**src/rtl/ninjakun_busarb.sv**
```systemverilog
// rtl/ninjakun_busarb.sv - multi-CPU address decoder and round-robin arbiter for shared video/sound devices
module ninjakun_busarb #(
    parameter int NCPU = 2,
    parameter int HOLD = 2
) (
    input  logic                 CLK,
    input  logic                 RESET,
    input  logic [1:0]           HWTYPE,
    input  logic [NCPU*16-1:0]   CPADR,
    input  logic [NCPU-1:0]      CPREQ,
    input  logic [NCPU-1:0]      CPWR,
    output logic [NCPU-1:0]      CPWAIT,
    output logic [15:0]          BUS_ADR,
    output logic                 BUS_WR,
    output logic [1:0]           GRANT,
    output logic                 CS_SCRX,
    output logic                 CS_SCRY,
    output logic                 CS_PSG,
    output logic                 CS_FGV,
    output logic                 CS_BGV,
    output logic                 CS_SPA,
    output logic                 CS_PAL
);

    localparam logic [1:0] HW_NINJAKUN = 2'd0;
    localparam logic [1:0] HW_RAIDERS5 = 2'd1;
    localparam logic [1:0] HW_NOVA2001 = 2'd2;
    localparam logic [1:0] HW_PKUNWAR  = 2'd3;

    localparam int B_SCRX = 6;
    localparam int B_SCRY = 5;
    localparam int B_PSG  = 4;
    localparam int B_FGV  = 3;
    localparam int B_BGV  = 2;
    localparam int B_SPA  = 1;
    localparam int B_PAL  = 0;

    localparam logic [1:0] RR_INIT   = 2'(NCPU - 1);
    localparam logic [1:0] HOLD_LAST = 2'(HOLD - 1);

    typedef enum logic {IDLE, ACCESS} state_t;

    state_t      state;
    logic [1:0]  rr;
    logic [1:0]  cnt;
    logic [6:0]  cs_q;

    logic [6:0]  region [NCPU];
    logic [NCPU-1:0] hit;
    logic        found;
    logic [1:0]  pick;
    logic [6:0]  pick_cs;
    logic [15:0] pick_adr;
    logic        pick_wr;
    logic        gnt_req;

    // Region vector bit order: SCRX, SCRY, PSG, FGV, BGV, SPA, PAL
    function automatic logic [6:0] decode(input logic [1:0] hw, input logic sub, input logic [15:0] a);
        logic [4:0] blk;
        logic [6:0] r;
        blk = a[15:11];
        r   = '0;
        case (hw)
            HW_RAIDERS5: begin
                if (!sub) begin
                    r[B_SCRX] = (a == 16'hA000);
                    r[B_SCRY] = (a == 16'hA001);
                    r[B_SPA]  = (blk == 5'h10);
                    r[B_FGV]  = (blk == 5'h11);
                    r[B_BGV]  = (blk == 5'h12);
                    r[B_PSG]  = (a[15:2] == 14'h3000);
                    r[B_PAL]  = (blk == 5'h1A);
                end else begin
                    r[B_SCRX] = (a == 16'hE000);
                    r[B_SCRY] = (a == 16'hE001);
                    r[B_PSG]  = (a[15:2] == 14'h2000);
                end
            end
            HW_NOVA2001: begin
                if (!sub) begin
                    r[B_FGV] = (blk == 5'h14);
                    r[B_BGV] = (blk == 5'h15);
                    r[B_SPA] = (blk == 5'h16);
                    r[B_PSG] = (a[15:2] == 14'h3000);
                end
            end
            HW_PKUNWAR: begin
                if (!sub) begin
                    r[B_SPA] = (blk == 5'h10);
                    r[B_BGV] = (blk == 5'h11);
                    r[B_PSG] = (a[15:2] == 14'h2800);
                end
            end
            default: begin
                r[B_PSG] = (a[15:2] == 14'h2000);
                r[B_FGV] = (blk == 5'h18);
                r[B_BGV] = (blk == 5'h19);
                r[B_SPA] = (blk == 5'h1A);
                r[B_PAL] = (blk == 5'h1B);
            end
        endcase
        return r;
    endfunction

    always_comb begin
        for (int i = 0; i < NCPU; i++) begin
            region[i] = decode(HWTYPE, i != 0, CPADR[16*i +: 16]);
            hit[i]    = CPREQ[i] & (|region[i]);
        end
    end

    // Scan rr+1, rr+2, ... so the last winner drops to lowest priority
    always_comb begin
        found    = 1'b0;
        pick     = rr;
        pick_cs  = '0;
        pick_adr = '0;
        pick_wr  = 1'b0;
        for (int k = 1; k <= NCPU; k++) begin
            for (int i = 0; i < NCPU; i++) begin
                if (!found && hit[i] && (i == (int'(rr) + k) % NCPU)) begin
                    found    = 1'b1;
                    pick     = 2'(i);
                    pick_cs  = region[i];
                    pick_adr = CPADR[16*i +: 16];
                    pick_wr  = CPWR[i];
                end
            end
        end
    end

    always_comb begin
        gnt_req = 1'b0;
        for (int i = 0; i < NCPU; i++) begin
            if (GRANT == 2'(i)) begin
                gnt_req = CPREQ[i];
            end
            CPWAIT[i] = hit[i] & ~((state == ACCESS) && (GRANT == 2'(i)) && (cnt == HOLD_LAST));
        end
    end

    always_ff @(posedge CLK) begin
        if (RESET) begin
            state   <= IDLE;
            rr      <= RR_INIT;
            GRANT   <= 2'd0;
            cnt     <= 2'd0;
            cs_q    <= '0;
            BUS_ADR <= '0;
            BUS_WR  <= 1'b0;
        end else begin
            case (state)
                IDLE: begin
                    if (found) begin
                        state   <= ACCESS;
                        GRANT   <= pick;
                        rr      <= pick;
                        cnt     <= 2'd0;
                        cs_q    <= pick_cs;
                        BUS_ADR <= pick_adr;
                        BUS_WR  <= pick_wr;
                    end
                end
                default: begin
                    if (!gnt_req || cnt == HOLD_LAST) begin
                        state <= IDLE;
                        cs_q  <= '0;
                        cnt   <= 2'd0;
                    end else begin
                        cnt <= cnt + 2'd1;
                    end
                end
            endcase
        end
    end

    assign CS_SCRX = cs_q[B_SCRX];
    assign CS_SCRY = cs_q[B_SCRY];
    assign CS_PSG  = cs_q[B_PSG];
    assign CS_FGV  = cs_q[B_FGV];
    assign CS_BGV  = cs_q[B_BGV];
    assign CS_SPA  = cs_q[B_SPA];
    assign CS_PAL  = cs_q[B_PAL];

endmodule

```
**config.mk**
```make
export PLATFORM = sky130hd
export DESIGN_NAME = ninjakun_busarb
export DESIGN_NICKNAME = d
export VERILOG_FILES = /design/src/rtl/ninjakun_busarb.sv
export SDC_FILE = /design/constraint.sdc
export NUM_CORES = 1
export LEC_CHECK = 0
export ABC_AREA = 1
export BUFFER_PORTS_ARGS = -buffer_cell sky130_fd_sc_hd__buf_4
export CAP_MARGIN = 0
export CORE_MARGIN = 1
export CORE_UTILIZATION = 55
export DETAILED_ROUTE_END_ITERATION = 10
export MAX_ROUTING_LAYER = met4
export PLACE_DENSITY = 0.95
export SYNTH_ARGS = -nofsm -noshare
export SYNTH_HDL_FRONTEND = slang
export SYNTH_SLANG_ARGS = --single-unit
```
**constraint.sdc**
```tcl
create_clock -name CLK -period 4.82 [get_ports CLK]
set_clock_uncertainty 0.05 [all_clocks]
set_input_delay 0.241 -clock CLK [delete_from_list [all_inputs] [get_ports CLK]]
set_output_delay 0.241 -clock CLK [all_outputs]
set_load 0.03 [all_outputs]
```
==> results of run 1 <==
-- worst max path at each step --
stage / startpoint / to / slack, ps / depth (start not counted)
finish: HWTYPE[1] / GRANT[0] / 2330 / 15
CTS: HWTYPE[1] / GRANT[0] / 2360 / 15
floorplan: HWTYPE[1] / CPWAIT[0] / 2680 / 11
global route: HWTYPE[1] / GRANT[0] / 2060 / 15
detailed placement: HWTYPE[1] / BUS_ADR[14] / 2080 / 15
global placement: HWTYPE[1] / BUS_ADR[5] / 2170 / 15
-- placed cells by master (no fill, tap or decap), types with 6 or more instances in the layout --
master     n
nand2_1   66
o21ai_0   12
clkbuf_8   6
o21ai_1    7
a21oi_1   10
buf_4     66
nand3_1   39
nand4_1   11
ha_1       6
dfxtp_1   29
inv_1     44
nor2_1    74
-- final cells by class --
type	instances	share of cell area
Multi-Input combinational cell	256	0.467
Sequential cell	29	0.216
Timing Repair Buffer	66	0.184
Clock buffer	7	0.0321
Tap cell	48	0.0224
Clock inverter	1	0.0112
Inverter	48	0.0671
-- critical path, cell delays in order --
cell     delay (ps)
buf_4           120
inv_1            90
ha_1            270
inv_2            80
or2_1           220
nor2_1           90
nand3_1         100
nand2_1          80
nor2_1           60
nand3_4         140
nand2_4          90
a21oi_4         720
inv_1           160
nand2_1         100
a21oi_1          60
-- through the flow --
step | util | power, uW | instances | area (um^2) | hold WS [ps]
floorplan | - | 370 | 347 | 2130 | 260
global placement | 0.697 | 423 | 447 | 2570 | 401
detailed placement | 0.697 | 426 | 447 | 2570 | 407
CTS | 0.728 | 684 | 455 | 2690 | 162
global route | 0.728 | 714 | 455 | 2690 | 170
finish | 0.728 | 683 | 455 | 2690 | 169
-- power by group --
part           leakage, uW  switching, uW  total [uW]  internal (uW)
registers         0.000236           8.72         261            253
logic              0.00112            101         162           61.0
clock network    0.0000585           92.0         260            168
total              0.00141            201         683            482
-- registers in the layout, summed over array words and instances (netlist names) --
signal   count
cs_q         7
state        1
BUS_WR       1
GRANT        1
BUS_ADR     16
rr           1
cnt          2
-- per-layer routing --
layer,routed length [um],share of wire
met4,102,0.018
met3,311,0.055
met1,2450,0.43
met2,2780,0.49
met5,0,0
-- kinds of logic (layout without fill, tap and decap cells) --
| family | after synthesis | after routing | share of synthesized area |
|---|---|---|---|
| buffers and inverters | 62 | 122 | 0.138 |
| adder cells (fa/ha/maj) | 6 | 6 | 0.0353 |
| flip-flops | 29 | 29 | 0.273 |
| AO/OA/AOI/OAI | 38 | 38 | 0.104 |
| AND/OR/NAND/NOR | 209 | 209 | 0.440 |
| XOR/XNOR | 2 | 2 | 0.00823 |
| other | 1 | 1 | 0.00176 |
==> results by group, run 1 <==
Status
  • Status: finished, final reports clean

Setup path
  • CP required: 4940 ps
  • Critical Path Source Type: primary input
  • Flop2flop setup slack: 3080 ps
  • RR Startpoint: rr[0]
  • Worst r2r path cells: 6
  • Worst-path maximum fanout: 38
  • R2R Path End: BUS_ADR[9]
  • Setup CP Type: primary input to flop
  • Critical Path End Type: flop
  • Crit path DAT: 2620 ps

Synth
  • Post-synth EDFFs: 0
  • Post-synth top area share: 0.273
  • Most numerous cell in the Yosys netlist: nor2_1
  • Synth Flop Type: dfxtp_1
  • Yosys reg bits: 29
  • Syn Nets: 393
  • Top post-synthesis cells by count: nor2_1 (74), nand2_1 (66), inv_1 (44)
  • Mapped Area: 0.00213 mm^2
  • Syn_area_per_cell: 6.13 um^2
  • Top cells by area, synth: dfxtp_1 (27%), nor2_1 (13%), nand2_1 (12%), nand3_1 (9.2%), inv_1 (7.8%)
  • Post-synth ARST share: 0
  • Gate Count Post-Synth: 347
  • Sequential fraction of the synthesis area: 0.273
  • Cell variety after synth: 35
  • Synth warn: 0
  • Largest area contributor in the netlist: dfxtp_1

GRT
  • GRT overflow: 0
  • Vias in the first global route: 2134
  • Largest net degree at the start of global routing: 39
  • Met2 usage in global routing: 0.493
  • M3 GR Usage: 0.0500
  • All-Layer GR Usage: 0.295
  • Met1 GRT Util: 0.349
  • First-pass GRT wire length: 9330 um
  • Initial antenna violation count: 0
  • Gr busiest metal: met2

Finish
  • Layout Nets: 452
  • Register Area: 581 um^2
  • N_diodes: 0
  • Share of cells above drive strength 1: 0.221
  • Footprint of the multi-input gates: 0.00125 mm^2
  • Layout area overhead: 26.2%
  • Fillcell total: 320

STA
  • Slew Limit Fails: 0
  • Setup tns final: 0 ps
  • Least-Margin Pin Slew: 901 ps
  • Fin crit period: 2490 ps
  • Final setup viols: 0
  • Slew HR: 0.398
  • RSZ-0062 raised after global routing: no
  • Hold violation total from the final report: 0
  • Period utilization: 0.518
  • Peak Freq: 401 MHz
  • Worst setup margin: 2330 ps

Floorplanning
  • Die H: 64.2 um
  • Rows: 22
  • Die area: 0.00412 mm^2
  • I/O Pins: 68
  • Starting Density: 0.577
  • Die width: 64.2 um
  • CORE AREA: 0.00369 mm^2

Clock tree
  • Deepest clock path buffer count: 2
  • Post-CTS Setup Bufs: 0
  • Clk_lat worst skew: 280 ps
  • CTS H-Tree Depth: 2
  • TritonCTS clock tree: yes
  • Cts bufs inserted: 5
  • Worst-path clk slew: 60 ps
  • Root buffer cell: clkbuf_8
  • Clock sink count: 29
  • Post_cts resized: 0
  • Hold-fix buffers at CTS: 0

Drt
  • Total wire length: 5650 um
  • DRT antenna net count: 0
  • Avg WL per Cell: 12.4 um
  • Post-route DRC: 0
  • Vias per cell: 5.17
  • Via count: 2352
  • Initial drt markers: 157
  • DR pass1 iterations: 4

Place
  • Post-placement worst setup slack: 2080 ps
  • IO Port Bufs: 66
  • GP Congestion: 0.962
  • Post-DP HPWL: 4370 um

Min path
  • WHS Path Cells: 2
  • Worst Hold Class: primary input to flop
  • Hold wc startpoint: RESET
  • Hold endpoint: cs_q[4]

Pwr
  • Maximum VDD drop: 0.167 mV
  • Leak: 0.00141 uW
  • Pwr Density: 254 mW/mm^2

Run
  • # Max-Cap Violations: 0
Power figures use the tool's default switching activity.
==> inputs of run 2 (changes only) <==
--- a/config.mk
+++ b/config.mk
@@ -9,10 +9,10 @@
 export BUFFER_PORTS_ARGS = -buffer_cell sky130_fd_sc_hd__buf_4
 export CAP_MARGIN = 0
 export CORE_MARGIN = 1
-export CORE_UTILIZATION = 55
+export CORE_UTILIZATION = 46
 export DETAILED_ROUTE_END_ITERATION = 10
 export MAX_ROUTING_LAYER = met4
-export PLACE_DENSITY = 0.95
+export PLACE_DENSITY = 0.86
 export SYNTH_ARGS = -nofsm -noshare
 export SYNTH_HDL_FRONTEND = slang
 export SYNTH_SLANG_ARGS = --single-unit
==> constraint.sdc (replaced) <==
create_clock -name CLK -period 2 [get_ports CLK]
set_clock_uncertainty 0.05 [all_clocks]
set_input_delay 0.1 -clock CLK [delete_from_list [all_inputs] [get_ports CLK]]
set_output_delay 0.1 -clock CLK [all_outputs]
set_load 0.03 [all_outputs]
==> run 2 against run 1 <==
Compared with the run above:
- flip-flop and latch count unchanged
- cell count up 7.3%
- first-iteration DRC count up 25%
- setup slack worse by 2200 ps
- non-clock buffer count up 29
- clock-buffer cell count down 1
- sequential power up 140%
- final area up 11%
- via count up 8.0%
- clock power up 79%
- sequential share of layout area down 2.2 points
- largest cell class unchanged
==> results by group, run 2 (synthesis gave the netlist of run 1 again) <==
Status
  • Status: finished, final reports clean

Finish
  • Number of flip-flops in the largest register: 16 (unchanged)
  • Fillcell total: 381 (+19%)
  • Largest registers: BUS_ADR: 16 flops, cs_q: 7 flops, cnt: 2 flops
  • Layout area overhead: 40.2%
  • N_diodes: 0 (unchanged)
  • Largest Register: BUS_ADR
  • Most frequent cells in the layout: buf_4 (90), nor2_1 (72), nand2_1 (64)
  • Register Area: 581 um^2 (unchanged)
  • Footprint of the multi-input gates: 0.00130 mm^2 (+3.6%)
  • Share of cells above drive strength 1: 0.305 (+0.0839)
  • Finished Layout Cells: 488 (+7.3%)
  • Layout Nets: 481 (+6.4%)
  • Commonest non-fill, non-tap cell in the layout: buf_4

Clock tree
  • Worst-path clk slew: 60 ps (about the same)
  • CTS H-Tree Depth: 2 (unchanged)
  • Cts bufs inserted: 5 (unchanged)
  • TritonCTS clock tree: yes
  • Deepest clock path buffer count: 2 (unchanged)
  • Clk_lat worst skew: 290 ps (about the same)
  • Clock sink count: 29 (unchanged)
  • Root buffer cell: clkbuf_8

STA
  • Setup tns final: 0 ps (unchanged)
  • Period utilization: 0.946
  • Hold violation total from the final report: 0 (unchanged)
  • Worst hold slack: 15.2 ps (-154 ps)
  • Fin crit period: 1890 ps
  • Final setup viols: 0 (unchanged)
  • Peak Freq: 529 MHz
  • RSZ-0062 raised after global routing: yes
  • Slew Limit Fails: 0 (unchanged)

Drt
  • Avg WL per Cell: 13.2 um (+6.3%)
  • Total wire length: 6440 um (+14%)
  • DR pass1 iterations: 5 (+1)
  • DRT antenna net count: 0 (unchanged)
  • Vias per cell: 5.21 (+0.73%)
  • Via count: 2541 (+8.0%)
  • Post-route DRC: 0 (unchanged)
  • Initial drt markers: 197 (+25%)

Setup path
  • Critical Path End Type: flop
  • CP required: 2130 ps (-2810 ps)
  • Worst-path maximum fanout: 17 (-55%)
  • Crit path DAT: 2020 ps (-600 ps)
  • Critical Path Source Type: primary input
  • Setup CP Type: primary input to flop

GRT
  • GRT overflow: 0 (unchanged)
  • Initial antenna violation count: 0 (unchanged)
  • All-Layer GR Usage: 0.262 (-0.0329)
  • First-pass GRT wire length: 10100 um (+8.3%)
  • Largest net degree at the start of global routing: 36 (-7.7%)
  • Vias in the first global route: 2337 (+9.5%)

Place
  • Post-DP HPWL: 4650 um (+6.4%)
  • Placed Instances: 476 (+6.5%)
  • GP Congestion: 0.951 (-1.2%)
  • IO Port Bufs: 66 (unchanged)

Floorplanning
  • Die area: 0.00490 mm^2 (+19%)
  • Starting Density: 0.482 (-0.0949)
  • CORE AREA: 0.00441 mm^2 (+20%)
  • I/O Pins: 68 (unchanged)
  • Die width: 70.0 um (+9.1%)
  • Rows: 24 (+9.1%)
  • Die H: 70.0 um (+9.1%)

Pwr
  • Pwr Density: 524 mW/mm^2 (+110%)
  • Pwr Total: 1560 uW (+130%)
  • Leak: 0.00156 uW (+10%)
  • Maximum VDD drop: 0.349 mV (+110%)

Run
  • # Max-Cap Violations: 0 (unchanged)

Min path
  • Worst Hold Class: primary input to flop
==> run 2: cell count changes in the layout (fill, tap and decap cells not counted), sizes merged <==
cell / previous run / this run
clkbuf: 7 / 8
buf: 66 / 93
clkinv: 1 / 3
bufinv: 1 / 0
==> run 2: area by class of cell <==
cell class	count	area share
tap	52	0.0218
clock buffer	6	0.0243
clock inverter	2	0.00335
sequential	29	0.195
multi-input combinational	256	0.435
timing repair buffer	95	0.260
inverter	48	0.0604
==> run 2: power breakdown <==
part	switching [uW]	total [uW]	internal, uW	leakage (uW)
logic	267	468	200	0.00128
clock network	226	466	240	0.0000450
registers	20.2	629	609	0.000236
total	513	1560	1050	0.00156
==> run 2: final timing paths <==
kind,end,slack [ps],cells after the start,startpoint
hold / removal,cs_q[5],20,2,RESET
hold reg to reg,BUS_ADR[15],420,2,BUS_ADR[15]
setup reg to reg,cs_q[6],670,7,cnt[1]
setup / recovery,BUS_WR,110,18,HWTYPE[0]
==> run 2: stage by stage <==
stage | instance area (um^2) | setup WS [ps] | util
floorplan | 2130 | 118 | -
global placement | 2780 | -103 | 0.629
detailed placement | 2780 | -160 | 0.629
CTS | 2860 | 61.4 | 0.647
global route | 2980 | -12.9 | 0.676
finish | 2980 | 109 | 0.676
==> run 2: per-layer routing <==
layer  share of wire  vias up  track usage
li1                -     1276            -
met1            0.42     1139        0.307
met2            0.50      112        0.442
met3           0.067       14       0.0592
met4           0.014        0       0.0844
met5               0        -            -
==> run 2: critical path, cell delays in order <==
cell and delay, ps:
buf_4 110, inv_2 60, ha_4 260, inv_1 30
nand2_1 40, nand2_1 80, nor2_1 160, nand3b_1 170
nand2_1 110, nor2_2 50, nand3_4 100, nand2_4 80
a21oi_4 150, buf_12 140, clkbuf_16 170, nand2_1 50
nor2_1 80, nor2_1 50
==> run 2: repair_timing <==
item	4_1_cts	5_1_grt
hold buffers	0	0
gates resized for setup	0	17
buffers inserted	0	1
endpoints found under the setup margin	0	24
